===== config.mk =====
export PLATFORM = sky130hd
export DESIGN_NAME = icache_flat
export DESIGN_NICKNAME = d
export VERILOG_FILES = /design/src/rtl/cpu_types_pkg.sv /design/src/rtl/icache_if.sv /design/src/rtl/icache_frames.sv /design/src/rtl/icache.sv /design/src/flat_wrapper.sv
export SDC_FILE = /design/constraint.sdc
export NUM_CORES = 1
export LEC_CHECK = 0
export CAP_MARGIN = 10
export CORE_MARGIN = 5
export CORE_UTILIZATION = 55
export CTS_BUF_LIST = sky130_fd_sc_hd__clkbuf_8
export DETAILED_ROUTE_END_ITERATION = 10
export PLACE_DENSITY = 0.8
export SETUP_SLACK_MARGIN = 0.1
export SLEW_MARGIN = 40
export SYNTH_ARGS = -nofsm -noshare
export SYNTH_HDL_FRONTEND = slang
export SYNTH_HIERARCHICAL = 1
export SYNTH_SLANG_ARGS = --single-unit

===== constraint.sdc =====
create_clock -name CLK -period 17.1 [get_ports CLK]
set_input_delay 2.565 -clock CLK [delete_from_list [all_inputs] [get_ports CLK]]
set_output_delay 2.565 -clock CLK [all_outputs]
set_load 0.02 [all_outputs]

===== src/rtl/cpu_types_pkg.sv =====
// Shared CPU types: instruction-cache geometry, address view, frame record and FSM state.
// SETS is fixed here so the packed address view and frame widths follow from it.
package cpu_types_pkg;

  localparam int unsigned SETS  = 16;
  localparam int unsigned IDX_W = $clog2(SETS);
  localparam int unsigned TAG_W = 32 - IDX_W - 2;

  typedef struct packed {
    logic [TAG_W-1:0] tag;
    logic [IDX_W-1:0] idx;
    logic [1:0]       bytoff;
  } icachef_t;

  typedef struct packed {
    logic             valid;
    logic [TAG_W-1:0] tag;
    logic [31:0]      data;
  } icache_frame_t;

  typedef enum logic {
    IDLE,
    FETCH
  } icache_state_t;

endpackage


===== src/rtl/icache_if.sv =====
// Fetch-side and memory-side signals of the instruction cache; counter ports exist only
// when ICACHE_STATS_EN is defined. The cache uses the slave modport, its environment the master.
interface icache_if;
  logic        imemREN;
  logic [31:0] imemaddr;
  logic        inval;
  logic        ihit;
  logic [31:0] imemload;
  logic        iREN;
  logic [31:0] iaddr;
  logic        iwait;
  logic [31:0] iload;
`ifdef ICACHE_STATS_EN
  logic [31:0] hit_count;
  logic [31:0] miss_count;
`endif

  modport slave (
    input  imemREN, imemaddr, inval, iwait, iload,
    output ihit, imemload, iREN, iaddr
`ifdef ICACHE_STATS_EN
    , output hit_count, miss_count
`endif
  );

  modport master (
    output imemREN, imemaddr, inval, iwait, iload,
    input  ihit, imemload, iREN, iaddr
`ifdef ICACHE_STATS_EN
    , input hit_count, miss_count
`endif
  );
endinterface


===== src/rtl/icache_frames.sv =====
// Frame store for the instruction cache: async read port, one write port, clear-all.
// Only the valid bits are reset; tag and data are qualified by valid.
module icache_frames
  import cpu_types_pkg::*;
(
  input  logic             clk_i,
  input  logic             rst_ni,
  input  logic [IDX_W-1:0] ridx_i,
  output icache_frame_t    rframe_o,
  input  logic             we_i,
  input  logic [IDX_W-1:0] widx_i,
  input  icache_frame_t    wframe_i,
  input  logic             clr_i
);
  logic [SETS-1:0]  valid_q;
  logic [TAG_W-1:0] tag_q  [SETS];
  logic [31:0]      data_q [SETS];

  // The write follows the clear so a fill landing with clr_i carries its own valid value.
  always_ff @(posedge clk_i or negedge rst_ni) begin
    if (!rst_ni) begin
      valid_q <= '0;
    end else begin
      if (clr_i) valid_q <= '0;
      if (we_i)  valid_q[widx_i] <= wframe_i.valid;
    end
  end

  always_ff @(posedge clk_i) begin
    if (we_i) begin
      tag_q[widx_i]  <= wframe_i.tag;
      data_q[widx_i] <= wframe_i.data;
    end
  end

  always_comb begin
    rframe_o.valid = valid_q[ridx_i];
    rframe_o.tag   = tag_q[ridx_i];
    rframe_o.data  = data_q[ridx_i];
  end
endmodule


===== src/rtl/icache.sv =====
// Direct-mapped read-only instruction cache, one word per frame, single outstanding fill.
// Hit/miss counters are built only when ICACHE_STATS_EN is defined.
module icache
  import cpu_types_pkg::*;
(
  input logic     CLK,
  input logic     nRST,
  icache_if.slave cif
);
  icache_state_t state_q, state_d;
  logic [31:0]   miss_addr_q, miss_addr_d;
  logic          poison_q, poison_d;
  icachef_t      req, fill;
  icache_frame_t rframe, wframe;
  logic          tag_hit, hit, miss, fill_done;
  logic          unused_bytoff;

  assign req           = icachef_t'(cif.imemaddr);
  assign fill          = icachef_t'(miss_addr_q);
  assign unused_bytoff = ^{req.bytoff, fill.bytoff};

  assign tag_hit   = rframe.valid && (rframe.tag == req.tag);
  assign hit       = (state_q == IDLE) && cif.imemREN && tag_hit;
  assign miss      = (state_q == IDLE) && cif.imemREN && !tag_hit;
  assign fill_done = (state_q == FETCH) && !cif.iwait;

  // An invalidate seen during the fill, or on its last cycle, lands the frame invalid.
  always_comb begin
    wframe.valid = ~(poison_q | cif.inval);
    wframe.tag   = fill.tag;
    wframe.data  = cif.iload;
  end

  icache_frames u_frames (
    .clk_i    (CLK),
    .rst_ni   (nRST),
    .ridx_i   (req.idx),
    .rframe_o (rframe),
    .we_i     (fill_done),
    .widx_i   (fill.idx),
    .wframe_i (wframe),
    .clr_i    (cif.inval)
  );

  always_ff @(posedge CLK or negedge nRST) begin
    if (!nRST) begin
      state_q     <= IDLE;
      miss_addr_q <= '0;
      poison_q    <= 1'b0;
    end else begin
      state_q     <= state_d;
      miss_addr_q <= miss_addr_d;
      poison_q    <= poison_d;
    end
  end

  always_comb begin
    state_d     = state_q;
    miss_addr_d = miss_addr_q;
    poison_d    = poison_q;
    unique case (state_q)
      IDLE: begin
        if (miss) begin
          state_d     = FETCH;
          miss_addr_d = {req.tag, req.idx, 2'b00};
        end
      end
      FETCH: begin
        if (!cif.iwait) begin
          state_d  = IDLE;
          poison_d = 1'b0;
        end else if (cif.inval) begin
          poison_d = 1'b1;
        end
      end
    endcase
  end

  always_comb begin
    cif.ihit     = hit;
    cif.imemload = hit ? rframe.data : '0;
    cif.iREN     = (state_q == FETCH);
    cif.iaddr    = (state_q == FETCH) ? miss_addr_q : '0;
  end

`ifdef ICACHE_STATS_EN
  logic [31:0] hit_cnt_q, miss_cnt_q;

  always_ff @(posedge CLK or negedge nRST) begin
    if (!nRST) begin
      hit_cnt_q  <= '0;
      miss_cnt_q <= '0;
    end else begin
      if (hit && (hit_cnt_q != '1))   hit_cnt_q  <= hit_cnt_q + 32'd1;
      if (miss && (miss_cnt_q != '1)) miss_cnt_q <= miss_cnt_q + 32'd1;
    end
  end

  assign cif.hit_count  = hit_cnt_q;
  assign cif.miss_count = miss_cnt_q;
`endif
endmodule

===== src/flat_wrapper.sv =====
// flat-port wrapper written by rule: the top's interface ports become plain ports
module icache_flat import cpu_types_pkg::*;
  (CLK, nRST, cif_imemREN, cif_imemaddr, cif_inval, cif_iwait, cif_iload, cif_ihit, cif_imemload, cif_iREN, cif_iaddr);
  icache_if cif_i ();
  input logic CLK;
  input logic nRST;
  input wire logic [$bits(cif_i.imemREN)-1:0] cif_imemREN;
  input wire logic [$bits(cif_i.imemaddr)-1:0] cif_imemaddr;
  input wire logic [$bits(cif_i.inval)-1:0] cif_inval;
  input wire logic [$bits(cif_i.iwait)-1:0] cif_iwait;
  input wire logic [$bits(cif_i.iload)-1:0] cif_iload;
  output wire logic [$bits(cif_i.ihit)-1:0] cif_ihit;
  output wire logic [$bits(cif_i.imemload)-1:0] cif_imemload;
  output wire logic [$bits(cif_i.iREN)-1:0] cif_iREN;
  output wire logic [$bits(cif_i.iaddr)-1:0] cif_iaddr;
  assign cif_i.imemREN = cif_imemREN;
  assign cif_i.imemaddr = cif_imemaddr;
  assign cif_i.inval = cif_inval;
  assign cif_i.iwait = cif_iwait;
  assign cif_i.iload = cif_iload;
  assign cif_ihit = cif_i.ihit;
  assign cif_imemload = cif_i.imemload;
  assign cif_iREN = cif_i.iREN;
  assign cif_iaddr = cif_i.iaddr;
  icache u_core (.CLK(CLK), .nRST(nRST), .cif(cif_i));
endmodule

==> impl_metrics.csv, run 1 <==
group,metric,value,unit
drt,final_antenna_net_count,0,
synth,synthSimpleGateAreaFrac,2.48,%
power_and_ir_drop,vdd_drop_max,0.0822,mV
clocking,htree_levels,4,
synth,yosysUniqueCellTypes,31,
synth,yosys_warnings,6,
clocking,cts.repair.resized,0,
global_routing,grt_antenna_before_repair,5,
clocking,clockBufferDepth,3,
critical_path,crit_type,"input pin to primary output",
synth,syn_area_per_cell,22.3,µm²
timing,max_freq,97.5,MHz
synth,synthMuxAreaShare,15.8,%
synth,synth_top_family_by_area,"multiplexers",
timing,setup_violations,0,
floorplanning,dieArea,73600,µm²
critical_path,worst_r2r_endpoint,"u_core/u_frames/data_q[3][20]",
critical_path,max_stage_delay,0.67,ns
timing,hold_slack,0.535,ns
finish,syn_to_final_growth,14.0,%
synth,synthCells,1681,
drt,drc,0,
timing,timing.final.crit_period,10.26,ns
critical_path,rr_worst_depth,6,
clocking,clock_latency,0.81,ns
clocking,path_clk_slew,0.07,ns
synth,netlist_area,37600,µm²
timing,fin_worst_skew,0.0403,ns
floorplanning,die_h,271,µm
synth,synth_compound_area_share,2.43,%
floorplanning,boundaryPins,135,
drt,wire_per_inst,28.7,µm
critical_path,slowest_stage,"clkbuf_8",
global_routing,grt_pass1_vias,19400,
synth,synth_xor_area_share,0.606,%
finish,layout_common_cells,"928 x edfxtp_1, 236 x mux4_2, 167 x clkbuf_8, 127 x clkdlybuf4s50_1, 118 x a22oi_1",
finish,nets,1977,
clocking,root_buffer,"clkbuf_8",
finish,drive_gt1_share,26.4,%
global_routing,grt_overflow_total,0,
clocking,cts_made_buffers,150,
critical_path,regToRegSetupSlack,13.60,ns
critical_path,path_buf_inv,4,
synth,synth_top_area_share,74.2,%
critical_path,start_kind,"input pin",
global_routing,grt_use_total,22.9,%
timing,rsz0062_at_grt,"false",
critical_path,crit_start,"cif_imemaddr[2]",
floorplanning,row_count,95,
synth,synth_area_leaders,"edfxtp_1 74%, mux4_2 14%, dfrtp_1 3.2%",
critical_path,critPathCapture,"cif_imemload[16]",
floorplanning,core_region_area,67400,µm²
critical_path,crit_chain,"buf_8 > clkbuf_8 > buf_6 > mux4_2 > a22oi_1 > nand2_1 > xnor2_1 > nand4_1 > nor4_2 > and3_4 > and3_1 > clkdlybuf4s50_1",
drt,dr.first_iter.drc_count,2091,
critical_path,end_kind,"primary output",
finish,mostFrequentLayoutCell,"edfxtp_1",
critical_path,worstPathArrival,7.70,ns
timing,max_slew_margin,39.9,%
timing,fin_tns_setup,0,ns
clocking,numClockSinks,976,
drt,vias_per_cell,6.34,
floorplanning,die_width,271,µm
run_status,outcome,"completed",
clocking,cts_hold_buf,0,
drt,firstDrtPassIters,8,
clocking,cts_tree,"done",
critical_path,regToRegStartpoint,"u_core/cif.iREN",
power_and_ir_drop,leakagePower,0.0140,µW
timing,hold_viol,0,
place,gp_congestion,0.733,
synth,synth_top_cell_by_area,"edfxtp_1",
timing,finalCritPeriodShare,60.0,%
critical_path,path_max_fanout,53,
finish,utilization,63.5,%
timing,worst_slew_pin_slew,0.901,ns
floorplanning,initial_core_util,55.7,%
synth,seq_area_frac_synth,77.4,%
worst_hold_path,hold_class,"flop to flop",
finish,nFillCells,4229,
global_routing,grt_start_max_net_pins,72,
synth,synth_fa_ha_area_share,0,%
critical_path,worst-path-stages,12,
clocking,postCtsSetupRepairBufs,0,
synth,ys_ff_latch,976,
power_and_ir_drop,power-per-cell-area,116,nW/µm²
flow_run,maxCapViolations,0,
critical_path,crit_required,14.53,ns
drt,num_vias,18400,
place,port-buffer-count,130,
drt,drt-total-wl,83300,µm
place,dp_hpwl,42400,µm
global_routing,grt_pass1_wl,124000,µm
timing,finalMaxSlewViolations,0,
critical_path,crit_family,"buffers and inverters",
==> final cells by class <==
type,instances,area [µm²],share of cell area (%)
Antenna cell,2,5.00,0.0117
Inverter,1,3.75,0.00877
Tap cell,873,1090,2.55
Timing Repair Buffer,169,1700,3.96
Clock inverter,102,487,1.14
Multi-Input combinational cell,610,8180,19.1
Clock buffer,165,2270,5.31
Sequential cell,976,29100,67.9
==> registers in the layout, indices dropped and copies added, names as in the netlist <==
signal                   count
u_core/u_frames/data_q     512
u_core/u_frames/tag_q      416
u_core/fill                 30
u_core/u_frames/valid_q     16
u_core/cif.iREN              1
u_core/poison_q              1
==> worst min-delay path, stage by stage (launching register included) <==
cell and delay (ns):
dfrtp_1 0.37, a21oi_1 0.05, nor2_1 0.08
==> metrics by stage <==
stage | setup WS [ns] | total power [µW] | instance area, µm² | instances
after floorplan | 9.04 | 3060 | 37600 | 1682
after global placement | 5.98 | 3210 | 39900 | 2627
after detailed placement | 6.43 | 3240 | 40000 | 2628
after CTS | 6.43 | 5000 | 42800 | 2895
after global routing | 6.34 | 5150 | 42800 | 2896
final | 6.84 | 4960 | 42800 | 2898
==> synthesized netlist by cell type <==
cell type and n:
a21o_1 1, a21oi_1 1, a22oi_1 118, a311oi_2 1, and2_1 32, and3_1 32, and3_2 1, buf_1 2
buf_2 30, buf_4 2, buf_6 8, clkbuf_1 53, conb_1 1, dfrtp_1 48, edfxtp_1 928, inv_1 1
mux2_2 17, mux2_4 29, mux4_2 236, nand2_1 60, nand2b_1 2, nand3_1 1, nand3b_1 2, nand4_1 6
nor2_1 17, nor2b_1 19, nor3_1 5, nor4_2 1, or3b_2 1, xnor2_1 23, xor2_1 3
==> how the worst min path moves through the flow <==
stage | start | endpoint | slack [ns] | depth (start not counted)
2_1_floorplan | u_core/poison_q | u_core/poison_q | 0.46 | 2
4_1_cts | u_core/poison_q | u_core/poison_q | 0.51 | 2
3_3_place_gp | u_core/poison_q | u_core/poison_q | 0.48 | 2
5_1_grt | u_core/poison_q | u_core/poison_q | 0.57 | 2
3_5_place_dp | u_core/poison_q | u_core/poison_q | 0.49 | 2
6_report | u_core/poison_q | u_core/poison_q | 0.54 | 2
==> kinds of logic (layout without fill, tap and decap cells) <==
group	count (synthesis)	in the layout
AND/OR/NAND/NOR	179	179
AO/OA/AOI/OAI	121	121
other	1	4
flip-flops	976	976
buffers and inverters	96	437
multiplexers	282	282
XOR/XNOR	26	26
==> report_power, final <==
part / switching, µW / internal (µW)
logic: 200 / 153
clock network: 860 / 914
registers: 82.5 / 2750
total: 1140 / 3820
==> per-layer routing <==
layer / GRT usage [%] / vias up / part of all wire (%)
li1: - / 7545 / -
met1: 31.3 / 9639 / 38
met2: 36.3 / 1027 / 49
met3: 5.62 / 158 / 10
met4: 8.94 / 6 / 3.0
met5: 0 / - / 0.049
No activity file was read; power rests on OpenSTA's default activity.
==> run 2: changes to the inputs <==
==> constraint.sdc (replaced) <==
create_clock -name CLK -period 9.85 [get_ports CLK]
set_input_delay 1.4775 -clock CLK [delete_from_list [all_inputs] [get_ports CLK]]
set_output_delay 1.4775 -clock CLK [all_outputs]
set_load 0.02 [all_outputs]
==> run 2 against run 1 <==
Effect of this change: worst hold slack improved by 0.017 ns; utilization increased by 0.26 points; total power is 75% higher; count of clock-buffer cells in the layout down 8; clock power is 78% higher; sequential power is 74% higher; flip-flop and latch count stayed put; via count grew 0.59%; sequential share of layout area fell by 0.27 points.
==> impl_metrics.csv, run 2 (same netlist as run 1, synthesis figures left out) <==
group,metric,value,unit
floorplanning,dieArea,73600,µm²
clocking,postCtsSetupRepairBufs,0,
power_and_ir_drop,clockPowerShare,36.3,%
timing,fin_worst_skew,0.0366,ns
timing,worst_slew_pin_slew,0.875,ns
timing,rsz0062_at_grt,"false",
timing,worst_slack,2.21,ns
power_and_ir_drop,power_frac_seq,56.6,%
global_routing,grt_util_met1,32.2,%
global_routing,grt_antenna_before_repair,5,
run_status,outcome,"completed",
power_and_ir_drop,leakagePower,0.0141,µW
critical_path,crit_top_cell,"clkdlybuf4s50_1",
floorplanning,die_h,271,µm
finish,seq_area,29100,µm²
timing,hold_viol,0,
critical_path,worstPathArrival,6.16,ns
power_and_ir_drop,vdd_drop_max,0.210,mV
power_and_ir_drop,p_sw,2000,µW
timing,timing.final.crit_period,7.64,ns
drt,num_vias,18500,
global_routing,grt_start_max_net_pins,68,
finish,layout_common_cells,"928 x edfxtp_1, 236 x mux4_2, 157 x clkbuf_8, 127 x clkdlybuf4s50_1, 118 x a22oi_1",
clocking,cts_tree,"done",
place,detailedPlace.worstSlack,2.25,ns
clocking,clockBufferDepth,3,
timing,fin_tns_setup,0,ns
clocking,root_buffer,"clkbuf_8",
floorplanning,boundaryPins,135,
global_routing,use_met2,36.4,%
floorplanning,die_width,271,µm
global_routing,grt_overflow_total,0,
floorplanning,row_count,95,
critical_path,crit_type,"input pin to primary output",
timing,finalMaxSlewViolations,0,
clocking,numClockSinks,976,
finish,syn_to_final_growth,14.4,%
global_routing,grt_use_total,22.9,%
clocking,cts.repair.resized,0,
place,dp_hpwl,44700,µm
flow_run,maxCapViolations,0,
clocking,htree_levels,4,
timing,max_freq,131,MHz
critical_path,path_max_fanout,34,
floorplanning,initial_core_util,55.7,%
power_and_ir_drop,combPwrFrac,7.1,%
finish,mostFrequentLayoutCell,"edfxtp_1",
critical_path,crit_chain,"clkdlybuf4s50_1 > nor2b_4 > buf_12 > a22oi_1 > nand2_1 > xnor2_1 > nand4_1 > nor4_2 > and3_2 > and3_1 > clkdlybuf4s50_1",
global_routing,grt_pass1_vias,19200,
drt,dr.first_iter.drc_count,2087,
power_and_ir_drop,p_int,6680,µW
finish,multi_input_area,8170,µm²
global_routing,grt_use_met3,5.70,%
critical_path,max_stage_delay,0.83,ns
place,dp_cells,2640,
finish,nets,1985,
worst_hold_path,hold_class,"flop to flop",
finish,post-route-cell-area,43000,µm²
finish,top_register,"u_core/u_frames/data_q",
drt,vias_per_cell,6.35,
place,port-buffer-count,130,
power_and_ir_drop,report.power.total,8680,µW
timing,max_slew_margin,41.7,%
finish,nFillCells,4227,
finish,drive_gt1_share,27.3,%
clocking,path_clk_slew,0.06,ns
clocking,cts_hold_buf,0,
drt,wire_per_inst,28.9,µm
finish,largest_reg_flops,512,
critical_path,end_kind,"primary output",
critical_path,start_kind,"input pin",
floorplanning,core_region_area,67400,µm²
power_and_ir_drop,power-per-cell-area,202,nW/µm²
critical_path,crit_required,8.37,ns
power_and_ir_drop,switching_share,23.1,%
timing,setup_violations,0,
global_routing,busiest_layer,"met2",
drt,final_antenna_net_count,0,
global_routing,grt_pass1_wl,124000,µm
clocking,clock_latency,0.78,ns
place,placement.cell_area,40200,µm²
drt,drc,0,
critical_path,slowest_stage,"and3_2",
finish,instances_no_fill,2910,
drt,drt-total-wl,84000,µm
place,gp_congestion,0.732,
timing,finalCritPeriodShare,77.5,%
drt,firstDrtPassIters,7,
clocking,cts_made_buffers,147,
[run 2: area by class of cell]
class / count / area share (%)
Inverter: 1 / 0.00873
Tap cell: 873 / 2.54
Antenna cell: 2 / 0.0116
Sequential cell: 976 / 67.6
Timing Repair Buffer: 180 / 4.25
Clock buffer: 157 / 5.03
Clock inverter: 111 / 1.51
Multi-Input combinational cell: 610 / 19.0
[run 2: metal layers]
layer / vias up / wire (µm)
met3: 144 / 8590
met2: 1036 / 41000
met1: 9743 / 32300
li1: 7555 / -
met5: - / 33
met4: 6 / 2060
[run 2: power groups by stage]
| stage | combinational, µW | clock [µW] | sequential (µW) |
|---|---|---|---|
| 2_1_floorplan | 369 | 0 | 4950 |
| 3_3_place_gp | 605 | 0 | 4980 |
| 3_5_place_dp | 622 | 0 | 5000 |
| 4_1_cts | 624 | 3210 | 4910 |
| 5_1_grt | 655 | 3420 | 4930 |
| 6_report | 620 | 3150 | 4920 |
[run 2: per-stage QoR]
step	hold slack [ns]	util, %
5_1_grt	0.584	63.8
2_1_floorplan	0.463	-
3_3_place_gp	0.486	59.4
6_report	0.552	63.8
3_5_place_dp	0.511	59.6
4_1_cts	0.536	63.7
[run 2: worst paths after layout]
kind	depth (start not counted)	slack (ns)	end	from
max	11	2.21	cif_imemload[14]	cif_imemaddr[4]
min	2	0.55	u_core/poison_q	u_core/poison_q
max reg2reg	5	6.24	u_core/u_frames/valid_q[3]	u_core/cif.iREN
min reg2reg	2	0.55	u_core/poison_q	u_core/poison_q
max in group asynchronous	2	8.51	u_core/u_frames/valid_q[14]	nRST
min in group asynchronous	2	0.84	u_core/fill[22]	nRST
[run 2: worst max-delay path: cells and delay by family]
family	cells	cell delay [ns]
compound gates	1	0.13
simple gates	6	2.63
buf+inv	3	1.64
xor+xnor	1	0.20
